$ cat src/rtl/step_key_conditioner.sv
// rtl/step_key_conditioner.sv - synchronise, debounce and strobe three step keys; optional PRESS_COUNT_EN
module step_key_conditioner #(
   parameter int DEBOUNCE_CYCLES = 500000,
   parameter int CNT_W           = 20
) (
   input  logic       CLOCK,
   input  logic       reset,
   input  logic       KEY_enter_n,
   input  logic       KEY_sendS_n,
   input  logic       KEY_recvR_n,
   output logic       enter,
   output logic       send_confirmS,
   output logic       send_confirmR,
   output logic       enter_pulse,
   output logic       sendS_pulse,
   output logic       recvR_pulse
`ifdef PRESS_COUNT_EN
   ,
   output logic [7:0] press_count
`endif
);

   localparam logic [1:0] ST_RELEASED     = 2'd0;
   localparam logic [1:0] ST_PRESS_WAIT   = 2'd1;
   localparam logic [1:0] ST_PRESSED      = 2'd2;
   localparam logic [1:0] ST_RELEASE_WAIT = 2'd3;

   localparam logic [CNT_W-1:0] TERM_CNT = CNT_W'(DEBOUNCE_CYCLES - 1);

   // Channel order throughout: bit 0 = enter, bit 1 = send-confirm, bit 2 = receive-confirm.
   logic [2:0]       w_pressed;
   logic [2:0]       r_s1;
   logic [2:0]       r_s2;
   logic [2:0]       r_level;
   logic [2:0]       r_pulse;
   logic [1:0]       r_state [3];
   logic [CNT_W-1:0] r_cnt   [3];

   assign w_pressed = ~{KEY_recvR_n, KEY_sendS_n, KEY_enter_n};

   // Two-flop synchroniser for the asynchronous, inverted key inputs
   always_ff @(posedge CLOCK) begin
      if (reset) begin
         r_s1 <= '0;
         r_s2 <= '0;
      end else begin
         r_s1 <= w_pressed;
         r_s2 <= r_s1;
      end
   end

   // Per-channel debounce FSM; level and pulse are registered alongside the state
   always_ff @(posedge CLOCK) begin
      if (reset) begin
         r_level <= '0;
         r_pulse <= '0;
         for (int i = 0; i < 3; i++) begin
            r_state[i] <= ST_RELEASED;
            r_cnt[i]   <= '0;
         end
      end else begin
         r_pulse <= '0;
         for (int i = 0; i < 3; i++) begin
            case (r_state[i])
               ST_RELEASED: begin
                  if (r_s2[i]) begin
                     r_state[i] <= ST_PRESS_WAIT;
                     r_cnt[i]   <= '0;
                  end
               end
               ST_PRESS_WAIT: begin
                  if (!r_s2[i]) begin
                     r_state[i] <= ST_RELEASED;
                  end else if (r_cnt[i] == TERM_CNT) begin
                     r_state[i] <= ST_PRESSED;
                     r_level[i] <= 1'b1;
                     r_pulse[i] <= 1'b1;
                  end else begin
                     r_cnt[i] <= r_cnt[i] + 1'b1;
                  end
               end
               ST_PRESSED: begin
                  if (!r_s2[i]) begin
                     r_state[i] <= ST_RELEASE_WAIT;
                     r_cnt[i]   <= '0;
                  end
               end
               default: begin
                  // Release wait: a short return to pressed is a glitch, level stays high
                  if (r_s2[i]) begin
                     r_state[i] <= ST_PRESSED;
                  end else if (r_cnt[i] == TERM_CNT) begin
                     r_state[i] <= ST_RELEASED;
                     r_level[i] <= 1'b0;
                  end else begin
                     r_cnt[i] <= r_cnt[i] + 1'b1;
                  end
               end
            endcase
         end
      end
   end

   assign enter         = r_level[0];
   assign send_confirmS = r_level[1];
   assign send_confirmR = r_level[2];
   assign enter_pulse   = r_pulse[0];
   assign sendS_pulse   = r_pulse[1];
   assign recvR_pulse   = r_pulse[2];

`ifdef PRESS_COUNT_EN
   logic [7:0] r_press_count;

   // Count accepted enter presses, wrapping naturally at 8 bits
   always_ff @(posedge CLOCK) begin
      if (reset) begin
         r_press_count <= '0;
      end else if (r_pulse[0]) begin
         r_press_count <= r_press_count + 8'd1;
      end
   end

   assign press_count = r_press_count;
`endif

endmodule

$ cat config.mk
export PLATFORM = sky130hd
export DESIGN_NAME = step_key_conditioner
export DESIGN_NICKNAME = d
export VERILOG_FILES = /design/src/rtl/step_key_conditioner.sv
export SDC_FILE = /design/constraint.sdc
export NUM_CORES = 1
export LEC_CHECK = 0
export BUFFER_PORTS_ARGS = -buffer_cell sky130_fd_sc_hd__buf_2
export CAP_MARGIN = 20
export CORE_ASPECT_RATIO = 0.9
export CORE_MARGIN = 1.5
export CORE_UTILIZATION = 56
export CTS_CLUSTER_SIZE = 28
export DETAILED_ROUTE_END_ITERATION = 7
export PLACE_DENSITY = 0.73
export SLEW_MARGIN = 25
export SYNTH_ARGS = -nofsm -noshare
export SYNTH_HDL_FRONTEND = slang
export SYNTH_SLANG_ARGS = --single-unit
$ cat constraint.sdc
create_clock -name CLOCK -period 2.1 [get_ports CLOCK]
set_input_delay 0.105 -clock CLOCK [delete_from_list [all_inputs] [get_ports CLOCK]]
set_output_delay 0.105 -clock CLOCK [all_outputs]
set_load 0.02 [all_outputs]
== Word-level counts from Yosys, hierarchy flattened ==
Memories as Yosys holds them, arrays and structs flattened.
Index checks and enable logic that the tools add are counted.

* Memories: 2
* Word-level logic and storage cells: 215
* Memory bits (writable): 66
* Register bits after elaboration: 12
* Bits of input ports: 5

* Equality and inequality tests: 15
* Reductions and logical operators: 12
* Bitwise gates (word level): 34
* Add/sub/neg operators: 3
* Muxes and demuxes: 143

{| class="wikitable"
|+ Memory list
! name !! words !! bits a word !! rd ports !! clocked after memory_dff !! write ports !! RTL line !! RTL
|-
| r_cnt || 3 || 20 || 3 || 0 || 3 || 37 || <nowiki>logic [CNT_W-1:0] r_cnt [3];</nowiki>
|-
| r_state || 3 || 2 || 3 || 0 || 3 || 36 || <nowiki>logic [1:0] r_state [3];</nowiki>
|}

{| class="wikitable"
|+ Operator list
! kind !! count
|-
| 20-bit two-way mux || 12
|-
| 1-bit two-way mux || 110
|-
| 20-bit by 1-bit adder with 20-bit output, second input constant || 3
|-
| 20-bit by 19-bit equality test with 1-bit output, second input constant || 3
|-
| 2-bit two-way mux || 18
|-
| 1-bit bitwise OR || 30
|-
| 4-bit AND reduction || 3
|-
| 3-bit OR reduction || 3
|-
| 2-bit by 1-bit equality test with 1-bit output, second input constant || 3
|-
| 2-bit equality test, second input constant || 3
|-
| 2-bit logical NOT || 3
|-
| 2-bit by 1-bit inequality test with 1-bit output, second input constant || 3
|-
| 2-bit inequality test, second input constant || 3
|-
| 1-bit one-hot mux with 2 select lines || 3
|-
| 2-bit OR reduction || 3
|-
| 1-bit NOT || 3
|-
| 3-bit NOT || 1
|}

== Longest topological paths before layout ==
Gate-level depths: netlist (run 1).

* Depth after elaboration: 10
* Mapped depth: 7
* Mapped depth without buffers: 7

== Least setup slack after synthesis (run 1) ==
No wires, ideal clock.

* Path kind: register to register
* Start: mem r_cnt[0][6]
* End: mem r_cnt[0][0] (enable)
* Required time: 1.706 ns
* Stages on the path, launching flop included: 7
* Library setup time: 0.394 ns
* Arrival: 1.774 ns
* Path slack: -0.068 ns
* Buffers on the path: 0
* Cell sequence: edfxtp_1 > nor4b_1 > nand3_1 > nor3_1 > nand2_1 > nand2_1 > nand2_1

{| class="wikitable"
|+ RTL lines
! what !! RTL line
|-
| start, declared || 37
|}

==> results of run 1 <==
[state kept, by name, summed over array words and instances (netlist names)]
| signal | cells |
|---|---|
| r_cnt | 60 |
| r_state | 6 |
| r_level | 3 |
| r_pulse | 3 |
| r_s1 | 3 |
| r_s2 | 3 |
[path summary, 6_finish.rpt]
kind / slack, ns / to / startpoint / cells past startpoint
hold / removal: 0.21 / r_state[1][1] / reset / 3
hold reg to reg: 0.45 / r_s2[2] / r_s1[2] / 1
setup / recovery: 0.04 / r_state[0][0] / r_cnt[1][11] / 6
setup reg to reg: 0.04 / r_state[0][0] / r_cnt[1][11] / 6
[cells in the mapped netlist (all sizes together) (2+ instances only)]
master | count | area (sq um)
a31oi | 2 | 12.5
a21o | 2 | 15.0
a211oi | 2 | 15.0
and4 | 7 | 61.3
a21oi | 10 | 50.1
and3 | 12 | 80.1
dfxtp | 12 | 240
nor2 | 83 | 312
nand2 | 29 | 109
nand4b | 2 | 17.5
nor4b | 3 | 26.3
nor3 | 10 | 50.1
nor2b | 5 | 31.3
ha | 6 | 75.1
or3 | 5 | 31.3
clkbuf | 14 | 52.6
or2 | 2 | 12.5
inv | 13 | 48.8
edfxtp | 66 | 1980
or4b | 2 | 20.0
mux2i | 2 | 20.0
nand4 | 13 | 81.3
xor2 | 35 | 307
o21ai | 5 | 25.0
buf | 2 | 10.0
o31ai | 2 | 15.0
nand3 | 27 | 135
nor4 | 6 | 43.8
xnor2 | 19 | 166
[final cells by class]
| type | instances | area [sq um] | area share (%) |
|---|---|---|---|
| flip-flops and latches | 78 | 2220 | 46.1 |
| multi-input cells | 301 | 1880 | 39.0 |
| repair buffers | 46 | 378 | 7.84 |
| clock buffers | 13 | 159 | 3.30 |
| well taps | 93 | 116 | 2.41 |
| inverters | 13 | 48.8 | 1.01 |
| clock inverters | 3 | 17.5 | 0.364 |
[worst min-delay path, cell delays in order]
cell and delay, ns:
buf_2 0.10, inv_1 0.11, nand2_1 0.12
[power breakdown]
group | internal, mW | switching (mW) | leakage, nW
Combinational | 0.496 | 0.575 | 0.847
Sequential | 2.05 | 0.286 | 0.812
Clock | 0.495 | 0.532 | 0.0943
[metal layers]
metal | track usage, % | routed length (um) | up-vias
met5 | 0 | 0 | -
met4 | 5.97 | 79 | 0
met3 | 5.43 | 246 | 6
met2 | 32.5 | 3650 | 52
met1 | 27.1 | 3510 | 1442
li1 | - | - | 1534
[per-stage QoR]
step                      hold WS, ns  instance area [sq um]  setup TNS, ns  util (%)  worst slack (ns)
after floorplan                 0.172                   4160              0         -            0.0293
after global placement          0.259                   4520              0      63.5            0.0294
after detailed placement        0.260                   4520         -0.103      63.5          -0.00562
after CTS                       0.206                   4750              0      66.8           0.00332
after global routing            0.237                   4820         -0.196      67.8           -0.0868
final                           0.215                   4820              0      67.8            0.0386
[repair_timing]
item                       in CTS  in global routing
hold endpoints to repair        3                  0
pin swaps                       3                 10
hold buffers                    3                  0
gates resized for setup         4                  6
buffers inserted                0                  5
setup endpoints to repair      22                 36
[cells by family after synthesis]
family | count (synthesis) | synth area share (%)
mux | 2 | 0.483
buf+inv | 29 | 2.69
simple gates | 211 | 25.3
compound gates | 28 | 4.68
xor+xnor | 54 | 11.4
flops | 78 | 53.7
fa+ha+maj | 6 | 1.81
==> metrics.txt, run 1 <==
outcome finished, final reports clean; Top delay family on crit path simple AND/OR/NAND/NOR gates; Fill cells 544; ANT cells 0; Startpoint Class flip-flop; final non-filler cell total 547; leak pwr 1.75 nW; Post-Syn Nets 419; Initial Utilization 58.2%; dpl cells 523; slowest CP cell or4b_4; iteration count of the initial detailed-routing pass 5; Setup Crit Path Kind reg -> reg; Max Root-Sink Buffers 2; commonest non-fill, non-tap cells in the layout 83 x nor2_1, 66 x edfxtp_1, 35 x xor2_1, 29 x buf_4, 28 x nand2_1; first-pass GRT wire length 12700 um; Cell Rows 29; antenna viol nets, final 0; Slew HR 75.1%; PD cells 920 mW/mm^2; via count 3034; peak supply drop 0.000551 V; CP Capture Type flip-flop; Critical Path, Cell by Cell or4b_4 > nor4_4 > a221o_1 > a21oi_2 > and3_4 > a2111oi_4; Area Overhead vs Synth 16.3%; Critical Path RT 2.26 ns; Gate Count Post-Synth 408; Synth cell types 43; Worst Skew 0.00941 ns; Post-DP HPWL 4950 um; DIE AREA 0.00792 sq mm; RSZ-0062 raised after global routing yes; vias in the first global route 2827; core region area 0.00711 sq mm; f_max 485 MHz; WL/cell 13.7 um; clk sinks 78; register area share after synthesis 53.7%; Worst Tran Pin Value 0.372 ns; register bit total from synthesis 78; most common cell after layout, fill and taps aside nor2_1; global-route usage over all layers 20.3%; CP Buf/Inv Count 0; Max H-tree Level 3; synth warn 0; Residual DRC 0; period utilization 98.2%; I/O pin total 11; Pwr Total 4.43 mW; CP arrival 2.22 ns; Port Buffer Count 10; fin. max-slew vios 0; ys flop type edfxtp_1; Min-Delay Path Class in -> reg; Max Fanout on Critical Path 3; Routed WL 7480 um; DR vias/cell 5.55; initial DRC count 162; Die X 93.7 um; antenna violations before repair 0; largest net degree at the start of global routing 24; NumNets Final 460; max cap viols 0; Root Buffer clkbuf_8; Synth Cell Area 0.00414 sq mm; CTS Buf Count 9; Async SR Flop Fraction 0%; endpoints failing setup 0; gr ovfl total 0; RD Place Congestion 0.854; Reg clk slew, reported paths 0.08 ns; CTS tree done; Worst-Skew Late Latency 0.34 ns; Critical Path Max Stage Delay 0.56 ns; share of cells above drive strength 1 16.1%; min cycle time layout 2.06 ns; Fin. Hold Viols 0; Synth Area per Inst 10.2 sq um; Die Y 84.6 um; Post-synth EDFFs 66
No activity file was read; power rests on OpenSTA's default activity.
==> inputs of run 2 (changes only) <==
--- a/config.mk
+++ b/config.mk
@@ -13,6 +13,7 @@
 export CTS_CLUSTER_SIZE = 28
 export DETAILED_ROUTE_END_ITERATION = 7
 export PLACE_DENSITY = 0.73
+export REMOVE_ABC_BUFFERS = 1
 export SLEW_MARGIN = 25
 export SYNTH_ARGS = -nofsm -noshare
 export SYNTH_HDL_FRONTEND = slang
==> run 2 against run 1 <==
  * Worst setup slack improved by 0.0024 ns
  * Utilization rose by 0.88 points
  * Highest routed layer unchanged
  * Global-route usage rose by 1.9 points
  * Sequential power barely moved
  * Largest cell class unchanged
==> metrics.txt, run 2 (synthesis gave the netlist of run 1 again) <==
Worst-Skew Late Latency 0.35 ns (about the same); Startpoint Class flip-flop; WL/cell 14.4 um (+5.1%); PD cells 961 mW/mm^2 (+4.4%); DIE AREA 0.00792 sq mm (unchanged); slowest CP cell or4b_4; share of cells above drive strength 1 16.0% (-0.11 points); largest net degree at the start of global routing 21 (-13%); FF-to-FF Start r_cnt[1][9]; CP arrival 2.22 ns (about the same); iteration count of the initial detailed-routing pass 4 (-1); WHS Endpoint r_s1[1]; f_max 486 MHz (+0.11%); Critical Path Max Stage Delay 0.55 ns (about the same); Max Root-Sink Buffers 2 (unchanged); Fin. Hold Viols 0 (unchanged); CTS tree done; min cycle time layout 2.06 ns (-0.00236 ns); outcome finished, final reports clean; gr ovfl total 0 (unchanged); Top delay family on crit path simple AND/OR/NAND/NOR gates; I/O pin total 11 (unchanged); Initial Utilization 58.2% (unchanged); Largest register FFs 60 (unchanged); worst slack, placed -0.130 ns (-0.124 ns); vias in the first global route 3027 (+7.1%); Port Buffer Count 10 (unchanged); hold_ws 0.0710 ns (-0.144 ns); Min-Delay Path Class in -> reg; Worst Tran Pin Value 0.423 ns (+0.0517 ns); Setup TNS 0 ns (unchanged); Max Fanout on Critical Path 3 (unchanged); RSZ-0062 raised after global routing yes; clk sinks 78 (unchanged); Critical Path, Cell by Cell or4b_4 > nor4_4 > a221o_1 > a21oi_2 > and3_4 > a2111oi_4; global-route usage over all layers 22.2% (+1.9 points); peak supply drop 0.000546 V (-0.89%); CTS Buf Count 9 (unchanged); commonest non-fill, non-tap cells in the layout 83 x nor2_1, 66 x edfxtp_1, 35 x xor2_1, 31 x buf_4, 28 x nand2_1; Slew HR 71.7% (-3.5 points); endpoints failing setup 0 (unchanged); Fill cells 588 (+8.1%); Die X 93.7 um (unchanged); Root Buffer clkbuf_8; largest reg by FF count r_cnt; via count 3083 (+1.6%); most common cell after layout, fill and taps aside nor2_1; NumNets Final 463 (+0.65%); final worst setup slack 0.0409 ns (+0.00236 ns); RD Place Congestion 0.829 (-2.9%); max cap viols 0 (unchanged); Hold Path Origin reset; Max H-tree Level 3 (unchanged); Hold Path Depth 2 (-1); Area Overhead vs Synth 17.9%; core region area 0.00711 sq mm (unchanged); Die Y 84.6 um (unchanged); R2R cell count 6 (unchanged); CP Buf/Inv Count 0 (unchanged); Critical Path RT 2.26 ns (about the same); fin. max-slew vios 0 (unchanged); antenna violations before repair 0 (unchanged); RR Endpoint r_state[0][0]; antenna viol nets, final 0 (unchanged); first-pass GRT wire length 13700 um (+8.3%); leak pwr 1.79 nW (+2.0%); CP Capture Type flip-flop; Worst Skew 0.0127 ns (+0.00328 ns); initial DRC count 187 (+15%); Setup Crit Path Kind reg -> reg; Cell Rows 29 (unchanged); largest registers r_cnt: 60 flops, r_state: 6 flops; R2R setup slack 0.04 ns (about the same); Residual DRC 0 (unchanged); ANT cells 0 (unchanged); CP Depth 6 (unchanged); Post-DP HPWL 5110 um (+3.1%); Routed WL 7900 um (+5.6%); Reg clk slew, reported paths 0.08 ns (about the same); DR vias/cell 5.61 (+1.1%); period utilization 98.1% (-0.11 points)
run 2: cell count changes in the layout (fill, tap and decap cells not counted), sizes merged:
| cell | before | now |
|---|---|---|
| buf | 43 | 46 |
| bufinv | 0 | 2 |
| clkbuf | 13 | 11 |
| clkinv | 1 | 3 |
| inv | 15 | 13 |
run 2: timing repair:
action                                 4_1_cts  5_1_grt
setup buffers                                1        3
pin swaps                                    7       12
setup endpoints to repair                   23       53
hold buffers                                 3        0
gates resized for setup                      6        7
endpoints found under the hold margin        3        0
run 2: metal layers:
layer,share of wire (%),vias up,track usage (%)
met5,0,-,0
met1,47,1496,29.8
met3,2.7,10,5.43
met4,1.7,0,8.28
met2,48,39,34.9
li1,-,1538,-
run 2: power by group:
| part | total [mW] | switching (mW) | internal, mW |
|---|---|---|---|
| Clock | 1.20 | 0.533 | 0.663 |
| Combinational | 1.16 | 0.618 | 0.541 |
| Sequential | 2.33 | 0.282 | 2.05 |
| Total | 4.69 | 1.43 | 3.25 |
run 2: worst max-delay path by stage:
stage / startpoint / to / slack [ns]
finish: r_cnt[1][9] / r_state[0][0] / 0.04
global route: r_cnt[2][7] / r_state[2][0] / -0.06
CTS: r_cnt[1][12] / r_state[0][0] / 0.001
detailed placement: r_cnt[1][9] / r_state[0][0] / -0.13
global placement: r_cnt[1][7] / r_state[0][0] / -0.08
floorplan: r_cnt[0][6] / r_cnt[0][0] / -0.07
run 2: cell type report:
class	count	area (sq um)	share of cell area, %
clock buffer	11	131	2.69
timing repair buffer	49	413	8.46
clock inverter	5	73.8	1.51
tap	93	116	2.38
inverter	13	48.8	1.00
sequential	78	2220	45.5
multi-input combinational	301	1880	38.4
run 2: worst register-to-register path: cells and delay by family (launching register included):
family / cells / cell delay, ns
simple gates: 3 / 1.05
compound gates: 3 / 0.42
flops: 1 / 0.41
run 2: through the flow:
step                total power [mW]  cell area (sq um)  std cells  util (%)
floorplan                       2.99               4080        392         -
global placement                3.37               4550        527      64.0
detailed placement              3.41               4550        527      64.0
CTS                             4.68               4820        547      67.8
global route                    4.95               4880        550      68.6
finish                          4.69               4880        550      68.6
==> inputs of run 3 (changes only) <==
--- a/config.mk
+++ b/config.mk
@@ -9,12 +9,12 @@
 export CAP_MARGIN = 20
 export CORE_ASPECT_RATIO = 0.9
 export CORE_MARGIN = 1.5
-export CORE_UTILIZATION = 56
+export CORE_UTILIZATION = 59
 export CTS_CLUSTER_SIZE = 28
 export DETAILED_ROUTE_END_ITERATION = 7
 export PLACE_DENSITY = 0.73
 export REMOVE_ABC_BUFFERS = 1
-export SLEW_MARGIN = 25
+export SLEW_MARGIN = 20
 export SYNTH_ARGS = -nofsm -noshare
 export SYNTH_HDL_FRONTEND = slang
 export SYNTH_SLANG_ARGS = --single-unit
==> constraint.sdc (replaced) <==
create_clock -name CLOCK -period 2.2 [get_ports CLOCK]
set_input_delay 0.11 -clock CLOCK [delete_from_list [all_inputs] [get_ports CLOCK]]
set_output_delay 0.11 -clock CLOCK [all_outputs]
set_load 0.02 [all_outputs]
==> run 3 against run 2 <==
  * Clock skew fell by 0.0017 ns
  * Cell count fell by 1.8%
  * Critical path depth did not move
  * Largest cell class unchanged
  * Highest routed layer unchanged
  * Final area fell by 0.46%
  * Power rose by 1.4%
  * Non-clock buffer count fell by 7
  * First-iteration DRC count fell by 14%
  * Clock power rose by 26%
  * Register-to-register slack barely moved
  * Worst hold slack improved by 0.14 ns
==> metrics.txt, run 3 (synthesis gave the netlist of run 1 again) <==
outcome finished, final reports clean; leak pwr 1.77 nW (-0.92%); share of cells above drive strength 1 14.0% (-2.0 points); Util after Layout 72.6% (+4.0 points); gr ovfl total 0 (unchanged); fin. max-slew vios 0 (unchanged); vias in the first global route 2799 (-7.5%); NumNets Final 456 (-1.5%); Max Root-Sink Buffers 2 (unchanged); Max Fanout on Critical Path 20 (+17); Hold Path Depth 3 (+1); DIE AREA 0.00753 sq mm (-4.9%); Port Buffer Count 10 (unchanged); RD Place Congestion 0.868 (+4.7%); final worst setup slack 0.0489 ns (+0.00794 ns); via count 3094 (+0.36%); R2R cell count 6 (unchanged); hold_ws 0.206 ns (+0.135 ns); Hold Path Origin reset; Die X 91.3 um (-2.5%); peak supply drop 0.000578 V (+5.7%); Post-DP HPWL 5200 um (+1.9%); Reg clk slew, reported paths 0.08 ns (about the same); CTS Buf Count 9 (unchanged); first-pass GRT wire length 13400 um (-2.9%); Area Overhead vs Synth 17.3%; Die Y 82.5 um (-2.5%); Setup Crit Path Kind reg -> reg; Worst Tran Pin Value 0.424 ns (+0.000232 ns); Combinational Power Share 20.7% (-4.0 points); Largest register FFs 60 (unchanged); CP Capture Type flip-flop; WHS Endpoint r_state[1][0]; sequential share of power 47.5% (-2.3 points); Clk pwr share 31.8% (+6.3 points); Pwr Total 4.75 mW (+1.4%); Worst Skew 0.0110 ns (-0.00166 ns); commonest non-fill, non-tap cells in the layout 83 x nor2_1, 66 x edfxtp_1, 35 x xor2_1, 29 x nand2_1, 27 x nand3_1; initial DRC count 161 (-14%); FF-to-FF Start r_cnt[1][10]; R2R setup slack 0.05 ns (about the same); cell internal pwr 3.40 mW (+4.4%); min cycle time layout 2.15 ns (+0.0921 ns); clk sinks 78 (unchanged); RSZ-0062 raised after global routing yes; Max H-tree Level 3 (unchanged); ANT cells 0 (unchanged); antenna viol nets, final 0 (unchanged); core region area 0.00669 sq mm (-5.9%); RR Endpoint r_cnt[1][2]; endpoints failing setup 0 (unchanged); Routed WL 8040 um (+1.7%); most common cell after layout, fill and taps aside nor2_1; largest net degree at the start of global routing 25 (+19%); Startpoint Class flip-flop; largest registers r_cnt: 60 flops, r_state: 6 flops; period utilization 97.8% (-0.27 points); DR vias/cell 5.73 (+2.2%); Fin. Hold Viols 0 (unchanged); switching share of power 28.5% (-2.0 points); Critical Path RT 2.31 ns (+0.05 ns); Residual DRC 0 (unchanged); Fill cells 503 (-14%); WL/cell 14.9 um (+3.6%); PD cells 978 mW/mm^2 (+1.8%); Sw Pwr 1.36 mW (-5.4%); antenna violations before repair 0 (unchanged); Worst-Skew Late Latency 0.35 ns (about the same); iteration count of the initial detailed-routing pass 4 (unchanged); max cap viols 0 (unchanged); CP arrival 2.26 ns (+0.04 ns); largest reg by FF count r_cnt; Slew HR 71.5% (-0.15 points); I/O pin total 11 (unchanged); worst slack, placed -0.0379 ns (+0.0918 ns); design area 0.00486 sq mm (-0.46%); f_max 465 MHz (-4.3%); Cell Rows 28 (-3.4%); CTS tree done; Root Buffer clkbuf_8; DP Area 0.00446 sq mm (-2.0%); Min-Delay Path Class in -> reg; Initial Utilization 61.9% (+3.7 points); global-route usage over all layers 23.0% (+0.85 points)
[run 3: critical path, cell delays in order (launching register included)]
cell and delay [ns]:
edfxtp_1 0.39, or4b_4 0.57, nor4_4 0.32, buf_4 0.15, nand3_1 0.08, a21o_1 0.23
buf_12 0.16
[run 3: how the worst max path moves through the flow]
stage / slack [ns] / start / endpoint
floorplan: 0.03 / r_cnt[0][6] / r_cnt[0][0]
global placement: 0.06 / r_cnt[1][7] / r_state[0][0]
detailed placement: -0.04 / r_cnt[1][7] / r_state[0][0]
CTS: 0.006 / r_cnt[1][6] / r_state[0][0]
global route: -0.03 / r_cnt[1][6] / r_state[1][0]
finish: 0.05 / r_cnt[1][10] / r_cnt[1][2]
[run 3: layout make-up]
class	count	area, sq um	share of cell area (%)
Timing Repair Buffer	42	348	7.16
Sequential cell	78	2220	45.7
Tap cell	90	113	2.32
Multi-Input combinational cell	301	1840	37.9
Clock inverter	6	158	3.24
Inverter	13	48.8	1.00
Clock buffer	10	128	2.63
[run 3: routing by layer]
metal,vias up,share of wire [%],track usage (%)
met5,-,0,0
met4,0,1.2,8.28
met3,10,6.2,6.23
met2,93,47,36.7
met1,1466,45,30.6
li1,1525,-,-
[run 3: what timing repair did]
item	in CTS	in global routing
pin swaps	2	7
hold buffers	3	0
gates resized for setup	3	3
endpoints found under the hold margin	3	0
endpoints found under the setup margin	1	64
buffers inserted	1	6
[run 3: stage by stage]
stage                     std cells  setup TNS (ns)
final                           540               0
after global routing            540          -0.317
after CTS                       534               0
after detailed placement        514         -0.0379
after global placement          514               0
after floorplan                 392               0
[run 3: power groups by stage]
stage | registers [mW] | clock network [mW] | logic [mW]
6_report | 2.26 | 1.51 | 0.984
5_1_grt | 2.30 | 1.58 | 1.09
4_1_cts | 2.25 | 1.53 | 0.953
3_5_place_dp | 2.27 | 0 | 0.930
3_3_place_gp | 2.26 | 0 | 0.903
2_1_floorplan | 2.24 | 0 | 0.610
